### src/rtl/mem_ctrl_arb.sv
// Byte-serial RAM/IO controller: arbitrates instruction-fetch lines and
// 1/2/4-byte load/stores onto a single 8-bit memory bus.
module mem_ctrl_arb #(
   parameter int         ADDR_W      = 32,
   parameter int         FETCH_BYTES = 4,
   parameter logic [1:0] IO_SEL      = 2'b11
) (
   input  logic                     clk,
   input  logic                     rst,
   input  logic                     rdy,
   input  logic                     flush,
   input  logic [7:0]               mem_din,
   output logic [7:0]               mem_dout,
   output logic [ADDR_W-1:0]        mem_a,
   output logic                     mem_wr,
   input  logic                     io_buffer_full,
   input  logic                     if_req,
   input  logic [ADDR_W-1:0]        if_addr,
   output logic                     if_done,
   output logic [8*FETCH_BYTES-1:0] if_data,
   input  logic                     ls_req,
   input  logic                     ls_we,
   input  logic [1:0]               ls_size,
   input  logic                     ls_signed,
   input  logic [ADDR_W-1:0]        ls_addr,
   input  logic [31:0]              ls_wdata,
   output logic                     ls_done,
   output logic [31:0]              ls_rdata
);

   localparam int CW = $clog2(FETCH_BYTES) + 1;
   localparam int DW = 8 * FETCH_BYTES;

   typedef enum logic [1:0] {IDLE, READ, WRITE, DONE} state_e;

   state_e            state_q;
   logic [CW-1:0]     cnt_q, len_q;
   logic [ADDR_W-1:0] addr_q;
   logic [31:0]       wdata_q;
   logic              ch_ls_q;
   logic              last_ls_q;
   logic [1:0]        size_q;
   logic              sgn_q;
   logic [DW-1:0]     buf_q, buf_d;
   logic [7:0]        mem_dout_q;
   logic [ADDR_W-1:0] mem_a_q;
   logic              mem_wr_q, if_done_q, ls_done_q;
   logic [DW-1:0]     if_data_q;
   logic [31:0]       ls_rdata_q;

   logic              ls_ok, grant_ls, grant_if;
   logic [CW-1:0]     ls_len;
   logic [31:0]       ld_ext;

   // An IO store with the IO buffer full is invisible to arbitration.
   assign ls_ok    = ls_req && !(ls_we && ls_addr[17:16] == IO_SEL && io_buffer_full);
   assign grant_ls = ls_ok && (!if_req || !last_ls_q);
   assign grant_if = if_req && !grant_ls;

   always_comb begin
      case (ls_size)
         2'b00:   ls_len = CW'(1);
         2'b01:   ls_len = CW'(2);
         default: ls_len = CW'(4);
      endcase
   end

   // Buffer including the byte arriving on this edge, so the final byte
   // lands in the result in the same cycle done is raised.
   always_comb begin
      buf_d = buf_q;
      for (int i = 0; i < FETCH_BYTES; i++)
         if (CW'(i) == cnt_q - CW'(1)) buf_d[i*8 +: 8] = mem_din;
   end

   always_comb begin
      case (size_q)
         2'b00:   ld_ext = {{24{sgn_q & buf_d[7]}}, buf_d[7:0]};
         2'b01:   ld_ext = {{16{sgn_q & buf_d[15]}}, buf_d[15:0]};
         default: ld_ext = buf_d[31:0];
      endcase
   end

   always_ff @(posedge clk or negedge rst) begin
      if (!rst) begin
         state_q    <= IDLE;
         cnt_q      <= '0;
         len_q      <= '0;
         addr_q     <= '0;
         wdata_q    <= '0;
         ch_ls_q    <= 1'b0;
         last_ls_q  <= 1'b0;
         size_q     <= '0;
         sgn_q      <= 1'b0;
         buf_q      <= '0;
         mem_dout_q <= '0;
         mem_a_q    <= '0;
         mem_wr_q   <= 1'b0;
         if_done_q  <= 1'b0;
         ls_done_q  <= 1'b0;
         if_data_q  <= '0;
         ls_rdata_q <= '0;
      end else if (rdy) begin
         case (state_q)
            IDLE: begin
               if (!flush && (grant_ls || grant_if)) begin
                  last_ls_q <= grant_ls;
                  ch_ls_q   <= grant_ls;
                  addr_q    <= grant_ls ? ls_addr : if_addr;
                  mem_a_q   <= grant_ls ? ls_addr : if_addr;
                  len_q     <= grant_ls ? ls_len : CW'(FETCH_BYTES);
                  size_q    <= ls_size;
                  sgn_q     <= ls_signed;
                  cnt_q     <= CW'(1);
                  buf_q     <= '0;
                  if (grant_ls && ls_we) begin
                     mem_dout_q <= ls_wdata[7:0];
                     wdata_q    <= {8'h00, ls_wdata[31:8]};
                     mem_wr_q   <= 1'b1;
                     state_q    <= WRITE;
                  end else begin
                     mem_wr_q <= 1'b0;
                     state_q  <= READ;
                  end
               end
            end
            READ: begin
               if (flush) begin
                  mem_wr_q <= 1'b0;
                  state_q  <= IDLE;
               end else begin
                  buf_q <= buf_d;
                  if (cnt_q < len_q) begin
                     mem_a_q <= addr_q + ADDR_W'(cnt_q);
                     cnt_q   <= cnt_q + CW'(1);
                  end else begin
                     state_q <= DONE;
                     if (ch_ls_q) begin
                        ls_done_q  <= 1'b1;
                        ls_rdata_q <= ld_ext;
                     end else begin
                        if_done_q <= 1'b1;
                        if_data_q <= buf_d;
                     end
                  end
               end
            end
            WRITE: begin
               // Stores are committed once granted; flush is ignored here.
               if (cnt_q < len_q) begin
                  mem_a_q    <= addr_q + ADDR_W'(cnt_q);
                  mem_dout_q <= wdata_q[7:0];
                  wdata_q    <= wdata_q >> 8;
                  cnt_q      <= cnt_q + CW'(1);
               end else begin
                  mem_wr_q  <= 1'b0;
                  ls_done_q <= 1'b1;
                  state_q   <= DONE;
               end
            end
            DONE: begin
               if_done_q <= 1'b0;
               ls_done_q <= 1'b0;
               state_q   <= IDLE;
            end
            default: state_q <= IDLE;
         endcase
      end
   end

   assign mem_dout = mem_dout_q;
   assign mem_a    = mem_a_q;
   assign mem_wr   = mem_wr_q;
   assign if_done  = if_done_q;
   assign if_data  = if_data_q;
   assign ls_done  = ls_done_q;
   assign ls_rdata = ls_rdata_q;

endmodule
### config.mk
export PLATFORM = sky130hd
export DESIGN_NAME = mem_ctrl_arb
export DESIGN_NICKNAME = d
export VERILOG_FILES = /design/src/rtl/mem_ctrl_arb.sv
export SDC_FILE = /design/constraint.sdc
export NUM_CORES = 1
export LEC_CHECK = 0
export CAP_MARGIN = 0
export CORE_UTILIZATION = 35
export CTS_CLUSTER_DIAMETER = 40
export DETAILED_ROUTE_END_ITERATION = 8
export SLEW_MARGIN = 0
export SYNTH_ARGS = -nofsm -noshare
export SYNTH_HDL_FRONTEND = slang
export SYNTH_SLANG_ARGS = --single-unit
### constraint.sdc
create_clock -name clk -period 4.3 [get_ports clk]
set_clock_uncertainty 0.15 [all_clocks]
set_input_delay 0.43 -clock clk [delete_from_list [all_inputs] [get_ports clk]]
set_output_delay 0.43 -clock clk [all_outputs]
set_load 0.03 [all_outputs]
==> run metrics, run 1 <==
status completed; residual DRC count 0; CP Data Required Time 4530 ps; Slew Limit Fails 0; row cnt 61; Mean Syn Cell Area about 10 µm²; Port Buffers 221; Ys Warns 0; GRT Resource Usage Total 19.2%; gr ovfl total 0; Die ar. 0.0294 mm²; critical path class reg2reg; RSZ-0062 raised after global routing no; switching part of the total power 40.0%; vias post-DR 8231; share of cells above drive strength 1 under 10%; commonest non-fill, non-tap cell in the layout clkdlybuf4s50_1; die width 171 µm; Die Span Y between 150 and 200 µm; internal power around 7 mW; HPWL Detailed 18900 µm; Layout Utilization ~50%; clock sinks 207; sequential share of the synthesized area 51.6%; 1st-pass router iterations 5; clock network latency to the later pin of the worst-skew pair between 500 and 600 ps; Combinational Power Share 43.1%; Pwr Density about 830 mW/mm²; Initial Utilization 35.9%; Fmax achieved between 300 and 400 MHz; WL per Instance 17.0 µm; H-tree Lvls 2; pin count of the biggest net entering global routing between 80 and 90; post-synthesis instance total 987; CP Capture Type flop; setup violators final 0; Antenna Nets Post-Route 0; Max VDD drop 0.359 mV; Pleak 5.95 nW; clk root buf clkbuf_16; clock power share 26.7%; Reg2Reg Setup Slack 1100 ps; Slew HR 29.4%; most frequent cells in the layout clkdlybuf4s50_1, dfrtp_1, nor2_1; WP data arrival roughly 3400 ps; vias in the first global route 8159; Synth Net Count roughly 1.1k; antenna cell count 0; post_cts resized 0; initial antenna violation count 0; Syn Std Cell Area 0.0100 mm²; Seq cells post-synth 207; maxcap violations 0; Top-Level Pins 222; count of cell types in the netlist 61; Async SR Flop Fraction 100%; CTS max path bufs 3; fin crit share 74.3%; post-route setup TNS 0 ps; Area Growth Syn to Fin 38.9%; vias per cell 5.11; clock transition at the registers of the reported paths 50 ps; CTS tree built; WL final 27400 µm; number of synthesized flops with an enable pin 0; ys flop type dfrtp_1; Fill cells roughly 2.6k; Core Region 0.0280 mm²; worst min-delay path class reg2reg; Post-CTS Repair Setup Buffers 0; RD Place Congestion 0.808; DR iter-0 viols 519; critical path launch point type flop; sequential share of power a little under a third; Hold Vio Cnt, Final 0; Inserted Clock Buffers 37; min Tclk post-route 3200 ps; Nets 1339; Worst-Margin Slew 1050 ps; Psw 4.64 mW; maximum fanout along the worst path 18; global-route wire length before repair ~44000 µm
[synthesized netlist by cell type (all sizes together), types with 10 or more instances]
library cell	count	share of area [%]
clkbuf	40	1.5
ha	17	2.1
nand4	13	0.81
o311ai	17	1.6
o21ai	68	3.4
xor2	10	0.87
nor4	14	1.0
nand3	10	0.50
a21oi	95	4.7
nor2	110	4.1
nor3	11	0.55
a22o	16	1.4
mux2	16	1.8
nand2	100	3.8
buf	17	1.0
xnor2	18	1.6
mux2i	86	8.6
dfrtp	207	52
inv	27	1.0
[cell type report]
class | instances | area (µm²) | area share, %
inverters | 27 | 101 | 0.726
flip-flops and latches | 207 | 5180 | 37.1
multi-input cells | 696 | 4530 | 32.5
clock buffers | 45 | 1040 | 7.44
repair buffers | 237 | 2340 | 16.8
clock inverters | 22 | 293 | 2.10
well taps | 378 | 473 | 3.39
[worst max-delay path: stages (launching register included)]
cell and delay (ps):
dfrtp_1 490, inv_1 170, ha_1 240, xnor2_2 240, nand2_1 500, a21oi_1 860, o22ai_1 140, mux2_2 290
[sequential cells by signal, summed over array words and instances, names as in the netlist]
register,count
addr_q,32
last_ls_q,1
wdata_q,24
len_q,3
cnt_q,3
sgn_q,1
state_q,2
if_done,1
ls_done,1
if_data,32
size_q,2
mem_a,32
mem_wr,1
ls_rdata,32
buf_q,32
mem_dout,8
[power groups by stage]
| stage | logic, mW | clock network, mW | registers, mW |
|---|---|---|---|
| finish | 5.00 | 3.10 | 3.50 |
| CTS | 5.06 | 3.16 | 3.50 |
| floorplan | 2.40 | 0 | 4.28 |
| detailed placement | 5.03 | 0 | 3.52 |
| global placement | 4.98 | 0 | 3.51 |
| global route | 5.47 | 3.26 | 3.62 |
[worst paths after layout]
path                                 from  cells after the start            to
worst max-delay path             cnt_q[1]                      7  ls_rdata[15]
worst min-delay path            buf_q[21]                      2     buf_q[21]
worst max register to register   cnt_q[1]                      7  ls_rdata[15]
worst min register to register  buf_q[21]                      2     buf_q[21]
max in group asynchronous             rst                      3    addr_q[17]
min in group asynchronous             rst                      2   if_data[29]
[logic make-up after synthesis]
kind of cell | Yosys count | share of synthesized area [%]
AO/OA/AOI/OAI | 256 | 16.6
multiplexers | 102 | 10.4
buffers and inverters | 84 | 3.53
adder cells (fa/ha/maj) | 18 | 2.32
AND/OR/NAND/NOR | 292 | 13.1
flip-flops | 207 | 51.6
XOR/XNOR | 28 | 2.52
[stage by stage]
stage / setup WS (ps) / instance area, µm² / hold slack, ps / total power, mW / cells
after CTS: 1140 / 14000 / 332 / 11.7 / 1612
after floorplan: 1880 / 10000 / -15.6 / 6.68 / 987
final: 1100 / 14000 / 328 / 11.6 / 1612
after detailed placement: 1170 / 12600 / 320 / 8.55 / 1544
after global routing: 794 / 14000 / 347 / 12.4 / 1612
after global placement: 1200 / 12600 / 310 / 8.49 / 1544
[metal layers]
layer  vias to the layer above  track usage (%)  routed length [µm]
met5                         -                0                   0
met3                        41             5.06                1930
li1                       4002                -                   -
met1                      3917             26.5               12600
met2                       271             29.7               12400
met4                         0             5.43                 465
[repair_timing]
action / in CTS / in global routing
hold buffers: 1 / 0
endpoints found under the setup margin: 0 / 0
hold endpoints to repair: 84 / 0
No activity file was read; power rests on OpenSTA's default activity.
==> inputs of run 2 (changes only) <==
Clock period 4.3 ns to 3.3 ns, I/O delays scaled along.
==> run 2 against run 1 <==
Setup slack got worse by 630 ps. Power is 28% higher. Worst hold slack got worse by 67 ps. Final cell count rose by 0.19%. Sequential share of layout area fell by 0.053 points. Via count is 0.96% higher. Critical endpoint is now ls_rdata[26]. Combinational power up 32%.
==> run metrics, run 2 (same netlist as run 1, synthesis figures left out) <==
Fill cells 2580 (was 2608); DR iter-0 viols 569 (was 519); Pwr Density 1070 mW/mm² (was 831 mW/mm²); status completed (unchanged); CP peak stage delay 570 ps (was 860 ps); most frequent cells in the layout clkdlybuf4s50_1, dfrtp_1, nor2_1 (unchanged); clock power share 25.1% (was 26.7%); Combinational Power Share 44.3% (was 43.1%); post_cts resized 0 (unchanged); initial antenna violation count 0 (unchanged); min Tclk post-route 2830 ps (was 3200 ps); WL per Instance 17.0 µm (about the same); Placed Area 0.0128 mm² (was 0.0126 mm²); worst min-delay path class in2reg (was reg2reg); Top-Level Pins 222 (unchanged); maximum fanout along the worst path 16 (was 18); vias post-DR 8310 (was 8231); Finished Layout Cells 1615 (was 1612); gr ovfl total 0 (unchanged); Port Buffers 221 (unchanged); Slew Limit Fails 0 (unchanged); CTS max path bufs 3 (unchanged); Pleak 5.95 nW (about the same); CP Cell Sequence inv_1 -> ha_1 -> xnor2_2 -> nand2_2 -> mux2i_1 -> a2111o_1 -> o311ai_0 (was inv_1 -> ha_1 -> xnor2_2 -> nand2_1 -> a21oi_1 -> o22ai_1 -> mux2_2); vias in the first global route 8162 (was 8159); Nets 1346 (was 1339); Layout Cell Area excl Fill 0.0140 mm² (about the same); crit-path leading delay family compound AO/OA/AOI/OAI gates (unchanged); Antenna Nets Post-Route 0 (unchanged); clk root buf clkbuf_16 (unchanged); residual DRC count 0 (unchanged); pin count of the biggest net entering global routing 83 (was 88); Area Growth Syn to Fin 39.1% (was 38.9%); share of cells above drive strength 1 9.30% (was 9.16%); Max VDD drop 0.488 mV (was 0.359 mV); row cnt 61 (unchanged); clock sinks 207 (unchanged); WP data arrival 3010 ps (was 3430 ps); Slew HR 30.2% (was 29.4%); Multi-input gate area 0.00453 mm² (unchanged); CP Data Required Time 3480 ps (was 4530 ps); RD Place Congestion 0.825 (was 0.808); switching part of the total power 39.9% (was 40.0%); post-route setup TNS 0 ps (unchanged); Die ar. 0.0294 mm² (unchanged); commonest non-fill, non-tap cell in the layout clkdlybuf4s50_1 (unchanged); die width 171 µm (unchanged); setup violators final 0 (unchanged); global-route wire length before repair 44900 µm (was 44300 µm); Die Span Y 171 µm (unchanged); Inserted Clock Buffers 35 (was 37); Initial Utilization 35.9% (unchanged); Core Region 0.0280 mm² (unchanged); H-tree Lvls 2 (unchanged); CTS tree built (unchanged); Max stage delay cell, worst path a2111o_1 (was a21oi_1); maxcap violations 0 (unchanged); WL final 27500 µm (was 27400 µm); hold_buf cts 1 (unchanged); internal power 8.95 mW (was 6.96 mW); vias per cell 5.15 (was 5.11); fin crit share 85.7% (was 74.3%); clock transition at the registers of the reported paths 60 ps (was 50 ps); Fmax achieved 353 MHz (was 313 MHz); total chip power 14.9 mW (was 11.6 mW); Post-CTS Repair Setup Buffers 0 (unchanged); Psw 5.95 mW (was 4.64 mW); sequential share of power 30.6% (was 30.2%); 1st-pass router iterations 5 (unchanged); HPWL Detailed 19200 µm (was 18900 µm); critical path launch point type flop (unchanged); RSZ-0062 raised after global routing no (unchanged); antenna cell count 0 (unchanged); Worst-Margin Slew 1040 ps (was 1050 ps); Buf+Inv Stages, Crit Path 1 (unchanged); clock network latency to the later pin of the worst-skew pair 500 ps (was 510 ps); Inst Count DP 1553 (was 1544); Hold Vio Cnt, Final 0 (unchanged); CP Capture Type flop (unchanged); GRT Resource Usage Total 19.4% (was 19.2%); FF+latch area 0.00518 mm² (unchanged); critical path class reg2reg (unchanged)
==> run 2: changes by cell type in the layout (fill, tap and decap cells not counted), sizes merged <==
cell      change
buf           +9
clkbuf        -1
clkinvlp      +1
inv           -6
==> run 2: power by group through the flow <==
| stage | registers [mW] | logic [mW] | clock network, mW |
|---|---|---|---|
| floorplan | 5.58 | 3.12 | 0 |
| global placement | 4.59 | 6.56 | 0 |
| detailed placement | 4.59 | 6.66 | 0 |
| CTS | 4.57 | 6.68 | 3.82 |
| global route | 4.73 | 7.26 | 3.93 |
| finish | 4.56 | 6.59 | 3.74 |
==> run 2: worst paths after layout <==
check	startpoint	to	slack [ps]	cells past startpoint
min in group asynchronous	rst	if_data[30]	290	2
worst min register to register	buf_q[31]	buf_q[31]	330	2
worst max-delay path	cnt_q[0]	ls_rdata[26]	470	7
worst max register to register	cnt_q[0]	ls_rdata[26]	470	7
worst min-delay path	ls_wdata[30]	wdata_q[22]	260	3
max in group asynchronous	rst	buf_q[1]	1900	3
==> run 2: layout make-up <==
| cell class | count | share of cell area (%) |
|---|---|---|
| clock inverters | 17 | 1.71 |
| inverters | 27 | 0.725 |
| multi-input cells | 696 | 32.4 |
| well taps | 378 | 3.38 |
| repair buffers | 246 | 17.8 |
| flip-flops and latches | 207 | 37.1 |
| clock buffers | 44 | 6.94 |
==> run 2: per-stage QoR <==
stage / setup WS [ps] / hold slack [ps] / util (%)
floorplan: 876 / -116 / -
global placement: 537 / 284 / 45.5
detailed placement: 452 / 281 / 45.5
CTS: 457 / 243 / 49.9
global route: 202 / 272 / 49.9
finish: 471 / 261 / 49.9
==> run 2: metal layers <==
layer	GRT usage, %	share of wire [%]
met1	27.2	46
met2	30.3	46
met3	4.23	6.7
met4	5.01	1.6
met5	0	0
==> run 2: worst reg2reg max path, cell delays in order, from the launching register on <==
cell and delay (ps):
dfrtp_1 480, inv_1 130, ha_1 240, xnor2_2 250, nand2_2 250, mux2i_1 340
a2111o_1 570, o311ai_0 260
